===== src/rtl/shift24_tx_ctrl.sv =====
// Serial transmit controller for an external 24-bit shift register: captures a word,
// pulses Load, steps Shift_En once per bit period, then idles for a fixed gap.
module shift24_tx_ctrl #(
  parameter int BIT_CYCLES = 4,
  parameter int GAP_CYCLES = 2
) (
  input  logic        Clk,
  input  logic        Reset,
  input  logic        In_Valid,
  input  logic [23:0] In_Data,
  output logic        In_Ready,
  input  logic        Abort,
  output logic        Reg_Load,
  output logic [23:0] Reg_D,
  output logic        Reg_Shift_En,
  output logic        Ser_Valid,
  output logic        Busy,
  output logic        Done
);

  localparam int CW = (BIT_CYCLES > 1) ? $clog2(BIT_CYCLES) : 1;
  localparam int GW = (GAP_CYCLES > 1) ? $clog2(GAP_CYCLES) : 1;
  localparam logic [CW-1:0] CNT_LAST = CW'(BIT_CYCLES - 1);
  localparam logic [GW-1:0] GAP_LAST = GW'((GAP_CYCLES > 0) ? GAP_CYCLES - 1 : 0);

  typedef enum logic [1:0] {IDLE, LOAD, SHIFT, GAP} state_t;

  state_t          state, state_n;
  logic [CW-1:0]   cnt, cnt_n;
  logic [4:0]      bidx, bidx_n;
  logic [GW-1:0]   gcnt, gcnt_n;
  logic            done_n, shen_n, accept;

  assign In_Ready = (state == IDLE) && !Abort;
  assign accept   = In_Valid && In_Ready;

  always_comb begin
    state_n = state;
    cnt_n   = cnt;
    bidx_n  = bidx;
    gcnt_n  = gcnt;
    done_n  = 1'b0;
    case (state)
      IDLE:  if (accept) state_n = LOAD;
      LOAD: begin
        state_n = SHIFT;
        cnt_n   = '0;
        bidx_n  = '0;
      end
      SHIFT: begin
        if (cnt == CNT_LAST) begin
          cnt_n = '0;
          if (bidx == 5'd23) begin
            gcnt_n = '0;
            if (GAP_CYCLES == 0) begin
              state_n = IDLE;
              done_n  = 1'b1;
            end else begin
              state_n = GAP;
            end
          end else begin
            bidx_n = bidx + 5'd1;
          end
        end else begin
          cnt_n = cnt + 1'b1;
        end
      end
      GAP: begin
        if (gcnt == GAP_LAST) begin
          state_n = IDLE;
          done_n  = 1'b1;
        end else begin
          gcnt_n = gcnt + 1'b1;
        end
      end
      default: state_n = IDLE;
    endcase
    // Abort overrides everything mid-frame and suppresses the Done pulse
    if (Abort && state != IDLE) begin
      state_n = IDLE;
      done_n  = 1'b0;
    end
    // Shift only on the last cycle of bits 0..22; bit 23 is already at Shift_Out
    shen_n = (state_n == SHIFT) && (cnt_n == CNT_LAST) && (bidx_n != 5'd23);
  end

  // Outputs are registered from the next-state decode so they line up with state
  always_ff @(posedge Clk or posedge Reset) begin
    if (Reset) begin
      state        <= IDLE;
      cnt          <= '0;
      bidx         <= '0;
      gcnt         <= '0;
      Reg_D        <= '0;
      Reg_Load     <= 1'b0;
      Reg_Shift_En <= 1'b0;
      Ser_Valid    <= 1'b0;
      Busy         <= 1'b0;
      Done         <= 1'b0;
    end else begin
      state        <= state_n;
      cnt          <= cnt_n;
      bidx         <= bidx_n;
      gcnt         <= gcnt_n;
      Reg_Load     <= (state_n == LOAD);
      Reg_Shift_En <= shen_n;
      Ser_Valid    <= (state_n == SHIFT);
      Busy         <= (state_n != IDLE);
      Done         <= done_n;
      if (accept) Reg_D <= In_Data;
    end
  end

endmodule


===== config.mk =====
export PLATFORM = sky130hd
export DESIGN_NAME = shift24_tx_ctrl
export DESIGN_NICKNAME = d
export VERILOG_FILES = /design/src/rtl/shift24_tx_ctrl.sv
export SDC_FILE = /design/constraint.sdc
export NUM_CORES = 1
export LEC_CHECK = 0
export ABC_CLOCK_PERIOD_IN_PS = 4400
export BUFFER_PORTS_ARGS = -buffer_cell sky130_fd_sc_hd__buf_4
export CELL_PAD_IN_SITES_DETAIL_PLACEMENT = 0
export CELL_PAD_IN_SITES_GLOBAL_PLACEMENT = 1
export CORE_MARGIN = 2
export CORE_UTILIZATION = 34
export DETAILED_ROUTE_END_ITERATION = 16
export PLACE_DENSITY_LB_ADDON = 0.08
export SLEW_MARGIN = 20
export SYNTH_ARGS = -nofsm -noshare
export SYNTH_HDL_FRONTEND = slang
export SYNTH_SLANG_ARGS = --single-unit

===== constraint.sdc =====
create_clock -name Clk -period 4.4 [get_ports Clk]
set_input_delay 0.88 -clock Clk [delete_from_list [all_inputs] [get_ports Clk]]
set_output_delay 0.88 -clock Clk [all_outputs]
set_load 0.02 [all_outputs]

==> results.py <==
metrics = {
    "routing": {
        "drc": 0,
        "via_per_inst": 4.63,
        "vias": 1490,
        "drtIter0Drc": 83,
        "final_antenna_net_count": 0,
        "met1Wirelength_um": 1880,
        "top_layer_used": "met4",
        "first_pass_iters": 4,
        "met3_length_um": 233,
        "wire_per_inst_um": 12.4,
        "routed_wirelength_um": 4000,
        "wl_met2_um": 1830,
    },
    "worst_setup_path": {
        "regToRegSetupSlack_ps": 2130,
        "crit_path_cell_trace": "inv_1 -> ha_1 -> and3b_1 -> a221oi_1 -> o221ai_1 -> a311oi_1",
        "worstSetupEndpointType": "flip-flop",
        "crit_type": "reg2reg",
        "required_ps": 4570,
        "crit_family": "simple AND/OR/NAND/NOR gates",
        "critical_path.slowest_cell": "and3b_1",
        "slowest_delay_ps": 780,
        "startpoint_type": "flip-flop",
        "cp.arrival_ps": 2430,
        "crit_fanout": 26,
        "path_buf_inv": 1,
    },
    "clock_tree": {
        "worstSkewPairLatency_ps": 290,
        "clk_pin_slew_ps": 80,
        "ctsLongestPathBuffers": 2,
        "hold_buffers": 0,
        "cts_buffers": 5,
        "h-tree-depth": 2,
        "post-cts-setup-buffer-count": 0,
        "clock-sinks": 39,
        "cts_root_buf": "clkbuf_8",
        "cts_resized": 0,
        "cts_tree": "done",
    },
    "run_status": {
        "status": "completed",
    },
    "sta": {
        "skew_ps": 7.05,
        "period_share_pct": 51.5,
        "rsz0062_at_grt": "false",
        "hold_viol_final": 0,
        "setup_viol": 0,
        "slew-limit-headroom_pct": 37.9,
        "worstMarginPinSlew_ps": 932,
        "max_freq_ghz": 0.441,
        "min_period_ps": 2270,
        "setup_tns_ps": 0,
        "fin_hold_ws_ps": 473,
        "drv_slew": 0,
    },
    "floorplanning": {
        "dieArea_um2": 5930,
        "start_util_pct": 35.3,
        "core_um2": 5140,
        "num_rows": 26,
        "ios": 58,
        "die_h_um": 77.0,
        "floorplan.die.width_um": 77.0,
    },
    "placement": {
        "place_congestion": 0.803,
        "io_buffers": 57,
        "dp_hpwl_um": 2830,
    },
    "logic_synthesis": {
        "synthCells": 193,
        "synthArstFlopShare_pct": 100,
        "synth.distinct_cells": 41,
        "synth.cell_area_um2": 1810,
        "synth_edf_count": 0,
        "ys_warn_count": 0,
        "synth_nets": 228,
        "synth-seq-cells": 39,
        "synth_top_flop_cell": "dfrtp_1",
        "syn_avg_cell_area_um2": 9.39,
        "ys_seq_area_share_pct": 53.8,
    },
    "pwr": {
        "power_mw": 1.42,
        "peakVddDrop_uv": 268,
        "leakagePower_nw": 1.26,
        "p_per_area_nw_per_um2": 595,
    },
    "grt": {
        "grt_pass1_wl_um": 6870,
        "grt_max_degree": 40,
        "grt_pass1_vias": 1496,
        "grt_use_total_pct": 14.6,
        "antenna_found_initial": 0,
        "grt-ovfl-total": 0,
    },
    "cells_and_area": {
        "diodes": 0,
        "layout_commonest_cell": "nand2_1",
        "drive_above_1_share_pct": 29.4,
        "area_growth_pct": 32.0,
        "final_cell_mix": "nand2_1, buf_4, dfrtp_1",
        "fin_nets": 287,
        "fin_util_pct": 46.5,
    },
    "flow_run": {
        "cap_violations": 0,
    },
    "min_path": {
        "holdCritPathClass": "reg2reg",
    },
}
flip-flops by register name, indices dropped and copies added (netlist names):
| register | flops |
|---|---|
| Busy | 1 |
| Done | 1 |
| Reg_D | 24 |
| Reg_Load | 1 |
| Reg_Shift_En | 1 |
| Ser_Valid | 1 |
| bidx | 5 |
| cnt | 2 |
| gcnt | 1 |
| state | 2 |
kinds of logic (layout without fill, tap and decap cells):
kind of cell	Yosys count	in the layout	synth area share (%)
simple gates	108	108	27.5
flops	39	39	53.8
compound gates	20	20	8.90
buf+inv	18	77	4.42
fa+ha+maj	7	7	4.83
xor+xnor	1	1	0.483
power breakdown:
group | internal (mW) | leakage, nW | switching, mW | total [mW]
Sequential | 0.491 | 0.500 | 0.0750 | 0.566
Clock | 0.123 | 0.0470 | 0.121 | 0.244
Combinational | 0.255 | 0.710 | 0.358 | 0.614
Yosys cell counts (2+ instances only):
cell | count | area (um^2)
nand2_1 | 77 | 289
dfrtp_1 | 39 | 976
inv_1 | 11 | 41.3
ha_1 | 7 | 87.6
nor2_1 | 6 | 22.5
clkbuf_1 | 4 | 15.0
o21ai_0 | 4 | 20.0
a21oi_1 | 3 | 15.0
nand3_1 | 3 | 15.0
nor2b_1 | 3 | 18.8
a31oi_1 | 2 | 12.5
and3b_1 | 2 | 17.5
nand3b_1 | 2 | 15.0
nand4_1 | 2 | 12.5
o211ai_1 | 2 | 15.0
cell type report:
class / count / area, um^2
clock inverters: 1 / 5.00
fillers: 536 / 2750
clock buffers: 6 / 82.6
multi-input cells: 136 / 757
flip-flops and latches: 39 / 976
well taps: 70 / 87.6
inverters: 11 / 41.3
repair buffers: 59 / 443
metal layers:
layer / global-route usage, % / up-vias
li1: - / 751
met1: 18.6 / 695
met2: 23.4 / 38
met3: 4.71 / 6
met4: 5.36 / 0
met5: 0 / -
per-stage QoR:
step / area [um^2] / instances / worst slack, ps
3_5_place_dp: 2300 / 315 / 1800
4_1_cts: 2390 / 322 / 2090
2_1_floorplan: 1810 / 193 / 2340
6_report: 2390 / 322 / 2130
3_3_place_gp: 2300 / 315 / 1840
5_1_grt: 2390 / 322 / 1960
worst paths after layout:
check / from / end / depth (start not counted)
setup / recovery: state[0] / Reg_Shift_En / 6
hold / removal: Reg_D[21] / Reg_D[21] / 2
setup reg to reg: state[0] / Reg_Shift_En / 6
hold reg to reg: Reg_D[21] / Reg_D[21] / 2
max in group asynchronous: Reset / gcnt / 3
min in group asynchronous: Reset / Reg_D[6] / 3
worst register-to-register path, stage by stage, from the launching register on:
cell and delay [ps]:
dfrtp_1 440, inv_1 130, ha_1 200, and3b_1 780
a221oi_1 230, o221ai_1 290, a311oi_1 70
Note: power is estimated with default switching activity, not from simulation.
